`config.mk`:
```
export PLATFORM = sky130hd
export DESIGN_NAME = ad9833_seq_tx_flat
export DESIGN_NICKNAME = d
export VERILOG_FILES = /design/src/rtl/ad9833_seq_tx_pkg.sv /design/src/rtl/ad9833_seq_tx_if.sv /design/src/rtl/ad9833_seq_tx_ser_bit_timer.sv /design/src/rtl/ad9833_seq_tx.sv /design/src/flat_wrapper.sv
export SDC_FILE = /design/constraint.sdc
export NUM_CORES = 1
export LEC_CHECK = 0
export CORE_MARGIN = 5
export CORE_UTILIZATION = 54
export CTS_CLUSTER_SIZE = 8
export DETAILED_ROUTE_END_ITERATION = 12
export PLACE_DENSITY = 0.87
export SETUP_SLACK_MARGIN = 0.5
export SYNTH_ARGS = -nofsm -noshare
export SYNTH_HDL_FRONTEND = slang
export SYNTH_SLANG_ARGS = --single-unit
```
`constraint.sdc`:
```
create_clock -name clk -period 2.9 [get_ports clk]
set_input_delay 0.29 -clock clk [delete_from_list [all_inputs] [get_ports clk]]
set_output_delay 0.29 -clock clk [all_outputs]
set_load 0.1 [all_outputs]
```
`src/rtl/ad9833_seq_tx_pkg.sv`:
```
// Shared types and helpers for the AD9833-class multi-word serial transmitter.
package ad9833_seq_tx_pkg;

    typedef enum logic [2:0] {
        ST_IDLE,
        ST_LEAD,
        ST_SETUP,
        ST_SHIFT,
        ST_GAP,
        ST_DONE
    } tx_state_t;

    // Width of a down-counter able to hold the largest of three phase lengths.
    function automatic int cnt_width(input int a, input int b, input int c);
        int m;
        m = a;
        if (b > m) m = b;
        if (c > m) m = c;
        return $clog2(m + 1);
    endfunction

endpackage

```
`src/rtl/ad9833_seq_tx_if.sv`:
```
// Request/handshake and DDS pin bundle between the waveform controller and the transmitter.
interface ad9833_seq_tx_if #(
    parameter int WORD_W    = 16,
    parameter int MAX_WORDS = 4
) ();
    localparam int NW_W = $clog2(MAX_WORDS + 1);

    logic                        start;
    logic [NW_W-1:0]             num_words;
    logic [MAX_WORDS*WORD_W-1:0] words;
    logic                        abort;
    logic                        busy;
    logic                        done;
    logic                        word_done;
    logic                        fsync;
    logic                        sclk;
    logic                        sdata;

    modport master (
        output start, num_words, words, abort,
        input  busy, done, word_done, fsync, sclk, sdata
    );

    modport slave (
        input  start, num_words, words, abort,
        output busy, done, word_done, fsync, sclk, sdata
    );
endinterface

```
`src/rtl/ad9833_seq_tx_ser_bit_timer.sv`:
```
// Phase timer: loadable down-counter that parks at zero; end_tick marks the last cycle of a phase.
module ser_bit_timer #(
    parameter int CNT_W    = 5,
    parameter int HALF_VAL = 5
) (
    input  logic             clk,
    input  logic             rst_n,
    input  logic             load,
    input  logic [CNT_W-1:0] load_val,
    output logic             half_tick,
    output logic             end_tick
);
    logic [CNT_W-1:0] cnt;

    always_ff @(posedge clk) begin
        if (!rst_n) begin
            cnt <= '0;
        end else if (load) begin
            cnt <= load_val;
        end else if (cnt != '0) begin
            cnt <= cnt - 1'b1;
        end
    end

    // A phase of N cycles is loaded with N-1, so the count equals HALF_VAL
    // exactly one cycle before the second half of a bit period begins.
    assign end_tick  = (cnt == '0);
    assign half_tick = (cnt == CNT_W'(HALF_VAL));
endmodule

```
`src/rtl/ad9833_seq_tx.sv`:
```
// Burst transmitter for AD9833-class DDS parts: 1..MAX_WORDS words, MSB first,
// each framed by its own FSYNC low window.
//
// state    | meaning
// ---------+------------------------------------------------------------
// ST_IDLE  | pins parked, waiting for start
// ST_LEAD  | busy, fsync/sclk high for one bit period before the first frame
// ST_SETUP | fsync low, sclk high, FSYNC-to-SCLK setup time
// ST_SHIFT | shifting the current word, one bit per CLKS_PER_BIT cycles
// ST_GAP   | fsync high between words and after the last word
// ST_DONE  | one cycle before the done pulse; burst finished
module ad9833_seq_tx
    import ad9833_seq_tx_pkg::*;
#(
    parameter int WORD_W       = 16,
    parameter int MAX_WORDS    = 4,
    parameter int CLKS_PER_BIT = 10,
    parameter int SETUP_CLKS   = 5,
    parameter int GAP_CLKS     = 20
) (
    input  logic           clk,
    input  logic           rst_n,
    ad9833_seq_tx_if.slave bus
);
    localparam int NW_W  = $clog2(MAX_WORDS + 1);
    localparam int BIT_W = $clog2(WORD_W + 1);
    localparam int CNT_W = cnt_width(CLKS_PER_BIT, SETUP_CLKS, GAP_CLKS);

    localparam logic [CNT_W-1:0] LD_BIT   = CNT_W'(CLKS_PER_BIT - 1);
    localparam logic [CNT_W-1:0] LD_SETUP = CNT_W'(SETUP_CLKS - 1);
    localparam logic [CNT_W-1:0] LD_GAP   = CNT_W'(GAP_CLKS - 1);
    localparam logic [NW_W-1:0]  MAX_NW   = NW_W'(MAX_WORDS);

    tx_state_t                   state, state_nx;
    logic [MAX_WORDS*WORD_W-1:0] words_q, words_nx;
    logic [NW_W-1:0]             nw_q, nw_nx, nw_in;
    logic [NW_W-1:0]             widx_q, widx_nx;
    logic [BIT_W-1:0]            bidx_q, bidx_nx;
    logic [WORD_W-1:0]           sr_q, sr_nx, cur_word;
    logic                        fsync_q, fsync_nx;
    logic                        sclk_q, sclk_nx;
    logic                        sdata_q, sdata_nx;
    logic                        busy_q, busy_nx;
    logic                        done_q, done_nx;
    logic                        wdone_q, wdone_nx;
    logic                        tmr_load;
    logic [CNT_W-1:0]            tmr_val;
    logic                        half_tick, end_tick;

    ser_bit_timer #(
        .CNT_W   (CNT_W),
        .HALF_VAL(CLKS_PER_BIT / 2)
    ) u_timer (
        .clk      (clk),
        .rst_n    (rst_n),
        .load     (tmr_load),
        .load_val (tmr_val),
        .half_tick(half_tick),
        .end_tick (end_tick)
    );

    assign nw_in    = (bus.num_words > MAX_NW) ? MAX_NW : bus.num_words;
    assign cur_word = words_q[int'(widx_q)*WORD_W +: WORD_W];

    always_comb begin
        state_nx = state;
        words_nx = words_q;
        nw_nx    = nw_q;
        widx_nx  = widx_q;
        bidx_nx  = bidx_q;
        sr_nx    = sr_q;
        fsync_nx = fsync_q;
        sclk_nx  = sclk_q;
        sdata_nx = sdata_q;
        busy_nx  = busy_q;
        done_nx  = 1'b0;
        wdone_nx = 1'b0;
        tmr_load = 1'b0;
        tmr_val  = '0;

        unique case (state)
            ST_IDLE: begin
                if (bus.start) begin
                    words_nx = bus.words;
                    nw_nx    = nw_in;
                    widx_nx  = '0;
                    bidx_nx  = '0;
                    if (nw_in == '0) begin
                        state_nx = ST_DONE;
                    end else begin
                        busy_nx  = 1'b1;
                        state_nx = ST_LEAD;
                        tmr_load = 1'b1;
                        tmr_val  = LD_BIT;
                    end
                end
            end
            ST_LEAD: begin
                if (end_tick) begin
                    fsync_nx = 1'b0;
                    state_nx = ST_SETUP;
                    tmr_load = 1'b1;
                    tmr_val  = LD_SETUP;
                end
            end
            ST_SETUP: begin
                if (end_tick) begin
                    sdata_nx = cur_word[WORD_W-1];
                    sr_nx    = cur_word << 1;
                    bidx_nx  = BIT_W'(WORD_W - 1);
                    state_nx = ST_SHIFT;
                    tmr_load = 1'b1;
                    tmr_val  = LD_BIT;
                end
            end
            ST_SHIFT: begin
                if (end_tick) begin
                    sclk_nx  = 1'b1;
                    tmr_load = 1'b1;
                    if (bidx_q == '0) begin
                        wdone_nx = 1'b1;
                        fsync_nx = 1'b1;
                        sdata_nx = 1'b0;
                        state_nx = ST_GAP;
                        tmr_val  = LD_GAP;
                    end else begin
                        bidx_nx  = bidx_q - 1'b1;
                        sdata_nx = sr_q[WORD_W-1];
                        sr_nx    = sr_q << 1;
                        tmr_val  = LD_BIT;
                    end
                end else if (half_tick) begin
                    sclk_nx = 1'b0;
                end
            end
            ST_GAP: begin
                if (end_tick) begin
                    if ((widx_q + NW_W'(1)) < nw_q) begin
                        widx_nx  = widx_q + NW_W'(1);
                        fsync_nx = 1'b0;
                        state_nx = ST_SETUP;
                        tmr_load = 1'b1;
                        tmr_val  = LD_SETUP;
                    end else begin
                        state_nx = ST_DONE;
                    end
                end
            end
            ST_DONE: begin
                done_nx  = 1'b1;
                busy_nx  = 1'b0;
                state_nx = ST_IDLE;
            end
            default: state_nx = ST_IDLE;
        endcase

        // Abort drops the frame on the spot; DONE is already committed and runs out.
        if (bus.abort && (state != ST_IDLE) && (state != ST_DONE)) begin
            state_nx = ST_IDLE;
            fsync_nx = 1'b1;
            sclk_nx  = 1'b1;
            sdata_nx = 1'b0;
            busy_nx  = 1'b0;
            done_nx  = 1'b0;
            wdone_nx = 1'b0;
            widx_nx  = '0;
            bidx_nx  = '0;
            tmr_load = 1'b1;
            tmr_val  = '0;
        end
    end

    always_ff @(posedge clk) begin
        if (!rst_n) begin
            state   <= ST_IDLE;
            words_q <= '0;
            nw_q    <= '0;
            widx_q  <= '0;
            bidx_q  <= '0;
            sr_q    <= '0;
            fsync_q <= 1'b1;
            sclk_q  <= 1'b1;
            sdata_q <= 1'b0;
            busy_q  <= 1'b0;
            done_q  <= 1'b0;
            wdone_q <= 1'b0;
        end else begin
            state   <= state_nx;
            words_q <= words_nx;
            nw_q    <= nw_nx;
            widx_q  <= widx_nx;
            bidx_q  <= bidx_nx;
            sr_q    <= sr_nx;
            fsync_q <= fsync_nx;
            sclk_q  <= sclk_nx;
            sdata_q <= sdata_nx;
            busy_q  <= busy_nx;
            done_q  <= done_nx;
            wdone_q <= wdone_nx;
        end
    end

    assign bus.fsync     = fsync_q;
    assign bus.sclk      = sclk_q;
    assign bus.sdata     = sdata_q;
    assign bus.busy      = busy_q;
    assign bus.done      = done_q;
    assign bus.word_done = wdone_q;
endmodule
```
`src/flat_wrapper.sv`:
```
// flat-port wrapper written by rule: the top's interface ports become plain ports
module ad9833_seq_tx_flat import ad9833_seq_tx_pkg::*;
#(
    parameter int WORD_W       = 16,
    parameter int MAX_WORDS    = 4,
    parameter int CLKS_PER_BIT = 10,
    parameter int SETUP_CLKS   = 5,
    parameter int GAP_CLKS     = 20
)
  (clk, rst_n, bus_start, bus_num_words, bus_words, bus_abort, bus_busy, bus_done, bus_word_done, bus_fsync, bus_sclk, bus_sdata);
  ad9833_seq_tx_if #(.WORD_W(WORD_W), .MAX_WORDS(MAX_WORDS)) bus_i ();
  input  logic clk;
  input  logic rst_n;
  input wire logic [$bits(bus_i.start)-1:0] bus_start;
  input wire logic [$bits(bus_i.num_words)-1:0] bus_num_words;
  input wire logic [$bits(bus_i.words)-1:0] bus_words;
  input wire logic [$bits(bus_i.abort)-1:0] bus_abort;
  output wire logic [$bits(bus_i.busy)-1:0] bus_busy;
  output wire logic [$bits(bus_i.done)-1:0] bus_done;
  output wire logic [$bits(bus_i.word_done)-1:0] bus_word_done;
  output wire logic [$bits(bus_i.fsync)-1:0] bus_fsync;
  output wire logic [$bits(bus_i.sclk)-1:0] bus_sclk;
  output wire logic [$bits(bus_i.sdata)-1:0] bus_sdata;
  assign bus_i.start = bus_start;
  assign bus_i.num_words = bus_num_words;
  assign bus_i.words = bus_words;
  assign bus_i.abort = bus_abort;
  assign bus_busy = bus_i.busy;
  assign bus_done = bus_i.done;
  assign bus_word_done = bus_i.word_done;
  assign bus_fsync = bus_i.fsync;
  assign bus_sclk = bus_i.sclk;
  assign bus_sdata = bus_i.sdata;
  ad9833_seq_tx #(.WORD_W(WORD_W), .MAX_WORDS(MAX_WORDS), .CLKS_PER_BIT(CLKS_PER_BIT), .SETUP_CLKS(SETUP_CLKS), .GAP_CLKS(GAP_CLKS)) u_core (.clk(clk), .rst_n(rst_n), .bus(bus_i));
endmodule
```
==> results of run 1 <==
==> metal layers <==
metal,wire length (um),global-route usage (%),up-vias
met1,4790,26.6,1952
met3,505,3.08,20
met4,230,8.86,0
met2,5560,33.4,117
met5,0,0,-
li1,-,-,1984
==> cell type report <==
| class | count | area, sq um |
|---|---|---|
| Clock buffer | 10 | 128 |
| Inverter | 7 | 26.3 |
| Sequential cell | 104 | 2080 |
| Timing Repair Buffer | 85 | 808 |
| Fill cell | 665 | 2970 |
| Clock inverter | 6 | 43.8 |
| Multi-Input combinational cell | 379 | 2530 |
| Tap cell | 108 | 135 |
==> worst max-delay path: cells and delay by family, from the launching register on <==
family                   cells  cell delay [ns]
adder cells (fa/ha/maj)      2             0.55
XOR/XNOR                     1             0.15
flip-flops                   1             0.33
AO/OA/AOI/OAI                4             1.11
==> Yosys cell counts (4+ instances only) <==
cell type and n:
nand2_1 142, dfxtp_1 104, a21boi_0 70, a21oi_1 27
clkbuf_1 20, o21ai_0 19, buf_2 16, mux4_2 16
a22oi_1 15, nand3_1 10, ha_1 8, nor2_1 7
a31oi_1 6, inv_1 6, xor2_1 5, buf_6 4
==> worst max-delay path by stage <==
stage	start	end	cells after the start
after floorplan	u_core.widx_q[0]$_SDFFE_PP0P_	u_core.bus.fsync$_SDFFE_PP1P_	7
after global placement	u_core.widx_q[0]$_SDFFE_PP0P_	u_core.bus.fsync$_SDFFE_PP1P_	7
after detailed placement	u_core.widx_q[0]$_SDFFE_PP0P_	u_core.bus.fsync$_SDFFE_PP1P_	7
after CTS	u_core.widx_q[0]$_SDFFE_PP0P_	u_core.bus.fsync$_SDFFE_PP1P_	7
after global routing	u_core.state[2]$_SDFFE_PP0P_	u_core.bidx_q[4]$_SDFFE_PP0P_	4
final	u_core.widx_q[0]$_SDFFE_PP0P_	u_core.bus.fsync$_SDFFE_PP1P_	7
==> flip-flops by register name (all words and copies together) (netlist names) <==
| signal | flops |
|---|---|
| u_core.state | 3 |
| u_core.u_timer.cnt | 5 |
| u_core.bus.done | 1 |
| u_core.bus.word_done | 1 |
| u_core.nw_q | 3 |
| u_core.bus.busy | 1 |
| u_core.sr_q | 15 |
| u_core.bus.sdata | 1 |
| u_core.widx_q | 3 |
| u_core.bus.sclk | 1 |
| u_core.words_q | 64 |
| u_core.bidx_q | 5 |
| u_core.bus.fsync | 1 |
==> kinds of logic after synthesis <==
group | share of synthesized area (%)
and+or+nand+nor | 17.1
AOI/OAI and AO/OA | 24.4
DFF | 42.9
buffers and inverters | 4.98
muxes | 7.66
adders and majority gates | 2.06
xor gates and xnor gates | 0.903
==> per-stage QoR <==
step,instances,cell area (sq um),setup WS (ns)
detailed placement,683,5580,0.583
finish,699,5760,0.662
CTS,699,5750,0.581
global route,699,5760,0.506
global placement,683,5580,0.630
floorplan,532,4850,0.707
==> power by group through the flow <==
stage	Clock, mW	Sequential [mW]	Combinational (mW)
after floorplan	0	1.90	1.11
after global placement	0	1.88	1.40
after detailed placement	0	1.90	1.45
after CTS	0.828	1.87	1.46
after global routing	0.889	1.91	1.63
final	0.820	1.88	1.46
==> what timing repair did <==
item / CTS / global route
gates resized for setup: 0 / 2
endpoints found under the setup margin: 0 / 14
hold buffers: 0 / 0
==> summary.md, run 1 <==
| Metric | Value |
|---|---|
| Seq/Total Area, Yosys | 42.9% |
| Synth Cell Area | 0.00485 sq mm |
| Hold wc startpoint | rst_n |
| Worst VDD drop | 0.424 mV |
| Starting DRT DRC Count | 308 |
| Worst-Margin Slew | 0.673 ns |
| FF-to-FF Start | u_core.widx_q[0]$_SDFFE_PP0P_ |
| Synth warn | 0 |
| Die Y-Extent | 105 um |
| IO buf count | 76 |
| Grt total ovfl | 0 |
| Root buf cell | clkbuf_8 |
| Post-synth top area cell | dfxtp_1 |
| Final Hold Slack | 0.445 ns |
| Largest net degree at the start of global routing | 88 |
| Top-area cell type share of the netlist area | 42.9% |
| CORE AREA | 0.00872 sq mm |
| Clock power frac | 19.7% |
| EDFF count, synth | 0 |
| Initial DRT Pass Iterations | 6 |
| Post-Synthesis Cells | 532 |
| Routed WL | 11100 um |
| PnR Total Power | 4.16 mW |
| Worst path slowest cell | a211o_1 |
| Area contributors post-synth | dfxtp_1, nand2_1, a21boi_0 |
| Hold Vio Cnt, Final | 0 |
| CTS Sinks | 104 |
| Critical path cell sequence | ha_1, xor2_1, ha_1, a21oi_2, o2111ai_1, a211o_1, a221o_1 |
| Synthesized Nets | 611 |
| Main flop type after synthesis | dfxtp_1 |
| Post-route minimum period | 2.24 ns |
| CTS clk-pin slew, worst paths | 0.10 ns |
| Worst min path class | in -> reg |
| Overall global routing resource usage | 20.3% |
| Worst Hold Path EP | u_core.u_timer.cnt[4]$_SDFFE_PN0P_ |
| Final net count | 665 |
| Net Switching | 1.58 mW |
| CTS tree | done |
| PwrDens | 722 mW/mm^2 |
| Period utilization | 77.2% |
| Layout cell share with drive strength beyond 1 | 10.7% |
| Most used cell, CP | ha_1 |
| CP Launch Type | register |
| FF+latch count, synth | 104 |
| Area Growth Syn to Fin | 18.7% |
| Sw frac | 38.0% |
| Worst-path maximum fanout | 3 |
| Worst R2R Path Depth | 7 |
| Setup tns final | 0 ns |
| Commonest non-fill, non-tap cell in the layout | nand2_1 |
| Synth cell types | 55 |
| GPL Wtd Cong | 0.847 |
| Vias in the first global route | 4031 |
| Routed vias | 4073 |
| Fmax | 447 MHz |
| Num CTS Buffers | 9 |
| Most frequent cells in the layout | nand2_1, dfxtp_1, a21boi_0, clkdlybuf4s50_1, a21oi_1 |
| Clock buffer depth | 2 |
| Reg power frac | 45.1% |
| Rel. slew slack | 55.1% |
| Via/cell ratio | 5.83 |
| # H-tree levels | 3 |
| Initial Util | 55.6% |
| Die ar. | 0.0110 sq mm |
| Slew Limit Fails | 0 |
| Antenna diode count | 0 |
| Crit end category | register |
| Wirelength per Cell | 15.9 um |
| Core Util, Final | 66.0% |
| Setup CP Type | reg -> reg |
| Residual DRC | 0 |
| Cell depth of the worst hold path | 3 |
| Combinational cell fraction of total power | 35.2% |
| Final HPWL DP | 7790 um |
| R2R setup slack | 0.66 ns |
| Die width | 105 um |
| Max-cap violations | 0 |
| CP max stage delay | 0.37 ns |
| Final ANT Viol Nets | 0 |
| RSZ-0062 raised after global routing | false |
| CP Data Arrival Time | 2.50 ns |
| Initial antenna violation count | 0 |
| Final Setup Violations | 0 |
| Status | finished, final reports clean |
| P_int | 2.58 mW |
| Critical Path RT | 3.17 ns |
| Std-Cell Rows | 34 |
| Leakage power | 2.07 nW |
| Worst-Skew Late Latency | 0.37 ns |
| First-pass GRT wire length | 19000 um |
| FF-to-FF End | u_core.bus.fsync$_SDFFE_PP1P_ |
| Post-synthesis async set-or-reset flop share | 0% |
| Mean Syn Cell Area | 9.12 sq um |
| Final setup skew | 0.0122 ns |
| Post-CTS setup buffers | 0 |
| Io pins | 77 |
Power figures use the tool's default switching activity.
==> inputs of run 2 (changes only) <==
==> constraint.sdc (replaced) <==
create_clock -name clk -period 2.3 [get_ports clk]
set_input_delay 0.23 -clock clk [delete_from_list [all_inputs] [get_ports clk]]
set_output_delay 0.23 -clock clk [all_outputs]
set_load 0.1 [all_outputs]
==> summary.md, run 2 (synthesis gave the netlist of run 1 again) <==
| Metric | Value |
|---|---|
| Status | finished, final reports clean |
| Worst path slowest cell | dfxtp_2 |
| Final ANT Viol Nets | 0 (unchanged) |
| Routed vias | 4197 (+3.0%) |
| Leakage power | 2.22 nW (+7.4%) |
| Top Registers | u_core.words_q x64, u_core.sr_q x15 |
| Final setup skew | 0.0130 ns (+0.000790 ns) |
| Worst-path maximum fanout | 3 (unchanged) |
| FF-to-FF Start | u_core.widx_q[1]$_SDFFE_PP0P_ |
| Io pins | 77 (unchanged) |
| Layout cell share with drive strength beyond 1 | 17.3% (+6.6 points) |
| Die Y-Extent | 105 um (unchanged) |
| Worst-Skew Late Latency | 0.38 ns (about the same) |
| Final net count | 687 (+3.3%) |
| Reg power frac | 40.2% (-4.9 points) |
| Most frequent cells in the layout | nand2_1, dfxtp_1, a21boi_0, clkdlybuf4s50_1, buf_4 |
| Antenna diode count | 0 (unchanged) |
| Die ar. | 0.0110 sq mm (unchanged) |
| CP Launch Type | register |
| Die width | 105 um (unchanged) |
| Placed cells | 690 (+1.0%) |
| RSZ-0062 raised after global routing | true |
| Via/cell ratio | 5.82 (about the same) |
| Post-route minimum period | 2.02 ns (-0.220 ns) |
| Initial antenna violation count | 0 (unchanged) |
| Period utilization | 87.8% (+11 points) |
| Wirelength per Cell | 16.8 um (+6.2%) |
| Worst-Margin Slew | 0.571 ns (-0.102 ns) |
| Std-Cell Rows | 34 (unchanged) |
| Worst VDD drop | 0.401 mV (-5.5%) |
| Number of flip-flops in the largest register | 64 (unchanged) |
| PwrDens | 966 mW/mm^2 (+34%) |
| Net Switching | 2.23 mW (+41%) |
| Setup tns final | 0 ns (unchanged) |
| Initial DRT Pass Iterations | 5 (-1) |
| Num CTS Buffers | 9 (unchanged) |
| CTS Sinks | 104 (unchanged) |
| FF-to-FF End | u_core.bus.fsync$_SDFFE_PP1P_ |
| Largest net degree at the start of global routing | 60 (-32%) |
| PnR Total Power | 5.91 mW (+42%) |
| GPL Wtd Cong | 0.854 (+0.85%) |
| Clock power frac | 20.6% (+0.9 points) |
| Max-cap violations | 0 (unchanged) |
| CP max stage delay | 0.35 ns (-0.02 ns) |
| Final Setup Violations | 0 (unchanged) |
| Root buf cell | clkbuf_8 |
| Combinational cell fraction of total power | 39.3% (+4.1 points) |
| Setup CP Type | reg -> reg |
| Routed WL | 12100 um (+9.5%) |
| Finished Layout Cells | 721 (+3.1%) |
| P_int | 3.68 mW (+43%) |
| Slew Limit Fails | 0 (unchanged) |
| CTS tree | done |
| CORE AREA | 0.00872 sq mm (unchanged) |
| CP Capture Point | u_core.bus.fsync$_SDFFE_PP1P_ |
| IO buf count | 76 (unchanged) |
| Grt total ovfl | 0 (unchanged) |
| Crit end category | register |
| Vias in the first global route | 4342 (+7.7%) |
| Hold_buf cts | 0 (unchanged) |
| Worst R2R Path Depth | 7 (unchanged) |
| Worst min path class | in -> reg |
| Final HPWL DP | 8060 um (+3.4%) |
| Commonest non-fill, non-tap cell in the layout | nand2_1 |
| Rel. slew slack | 61.8% (+6.7 points) |
| CTS clk-pin slew, worst paths | 0.10 ns (about the same) |
| # H-tree levels | 3 (unchanged) |
| Clock buffer depth | 2 (unchanged) |
| Area Growth Syn to Fin | 26.0% |
| R2R setup slack | 0.28 ns (-0.38 ns) |
| Initial Util | 55.6% (unchanged) |
| Sw frac | 37.7% (-0.32 points) |
| Critical Path RT | 2.56 ns (-0.61 ns) |
| Fmax | 495 MHz (+11%) |
| Hold Vio Cnt, Final | 0 (unchanged) |
| Overall global routing resource usage | 21.8% (+1.4 points) |
| Residual DRC | 0 (unchanged) |
| Critical path cell sequence | ha_4, xor2_1, ha_1, a21oi_2, o2111ai_2, a211o_1, a221o_1 |
| Starting DRT DRC Count | 282 (-8.4%) |
| CP Data Arrival Time | 2.28 ns (-0.22 ns) |
| Reg with most FFs | u_core.words_q |
| CP startpoint | u_core.widx_q[1]$_SDFFE_PP0P_ |
| Final Hold Slack | 0.287 ns (-0.159 ns) |
| First-pass GRT wire length | 20100 um (+6.0%) |
## run 2: changes by cell type in the layout (fill, tap and decap cells not counted), sizes merged
cell      before  now
clkinv         3    2
buf           16   36
bufinv         0    1
or4b           3    4
inv            7    8
o211a          2    3
clkinvlp       3    2
## run 2: through the flow
stage | area [sq um] | util, % | setup slack [ns]
CTS | 6000 | 68.9 | 0.306
finish | 6110 | 70.1 | 0.282
global placement | 5670 | 65.1 | 0.193
detailed placement | 5670 | 65.1 | 0.165
global route | 6110 | 70.1 | 0.196
floorplan | 4870 | - | 0.357
## run 2: cell type report
type | instances | area [sq um]
flip-flops and latches | 104 | 2090
multi-input cells | 381 | 2640
inverters | 7 | 28.8
clock buffers | 10 | 138
fillers | 620 | 2610
well taps | 108 | 135
repair buffers | 105 | 1000
clock inverters | 6 | 73.8
## run 2: how the worst min path moves through the flow
| stage | from | end | slack (ns) | cells after the start |
|---|---|---|---|---|
| after CTS | rst_n | u_core.sr_q[10]$_SDFFE_PN0P_ | 0.28 | 3 |
| after global placement | u_core.words_q[7]$_SDFFE_PN0P_ | u_core.words_q[7]$_SDFFE_PN0P_ | 0.45 | 2 |
| after global routing | rst_n | u_core.words_q[62]$_SDFFE_PN0P_ | 0.31 | 2 |
| after floorplan | bus_words[10] | u_core.words_q[10]$_SDFFE_PN0P_ | 0.37 | 2 |
| final | rst_n | u_core.sr_q[13]$_SDFFE_PN0P_ | 0.29 | 3 |
| after detailed placement | u_core.words_q[62]$_SDFFE_PN0P_ | u_core.words_q[62]$_SDFFE_PN0P_ | 0.46 | 2 |
## run 2: power groups by stage
stage               clock, mW  sequential (mW)  combinational (mW)
finish                   1.21             2.37                2.32
global route             1.29             2.41                2.53
CTS                      1.22             2.37                2.17
detailed placement          0             2.39                1.93
global placement            0             2.36                1.86
floorplan                   0             2.40                1.40
## run 2: repair_timing
action                                 4_1_cts  5_1_grt
endpoints found under the hold margin        0        0
pin swaps                                   10       10
resized for setup                           15       14
setup endpoints to repair                   34       34
buffers inserted                             8        5
cloned                                       2        0
## run 2: per-layer routing
| layer | track usage (%) | share of wire, % | vias up |
|---|---|---|---|
| met5 | 0 | 0 | - |
| met4 | 10.5 | 3.1 | 0 |
| met3 | 3.82 | 5.0 | 33 |
| met2 | 36.9 | 50 | 144 |
| met1 | 26.8 | 42 | 1986 |
| li1 | - | - | 2034 |
## run 2: worst max-delay path, delay by kind of cell, from the launching register on
kind | cells | cell delay [ns]
flops | 1 | 0.35
xor+xnor | 1 | 0.14
fa+ha+maj | 2 | 0.48
compound gates | 4 | 0.94
==> inputs of run 3 (changes only) <==
--- a/config.mk
+++ b/config.mk
@@ -7,10 +7,11 @@
 export LEC_CHECK = 0
 export CORE_MARGIN = 5
 export CORE_UTILIZATION = 54
-export CTS_CLUSTER_SIZE = 8
+export CTS_CLUSTER_SIZE = 30
 export DETAILED_ROUTE_END_ITERATION = 12
 export PLACE_DENSITY = 0.87
 export SETUP_SLACK_MARGIN = 0.5
+export SKIP_LAST_GASP = 1
 export SYNTH_ARGS = -nofsm -noshare
 export SYNTH_HDL_FRONTEND = slang
 export SYNTH_SLANG_ARGS = --single-unit
==> results of run 3 <==
Same layout as run 2: the final DEF is identical, and so are final timing and power.
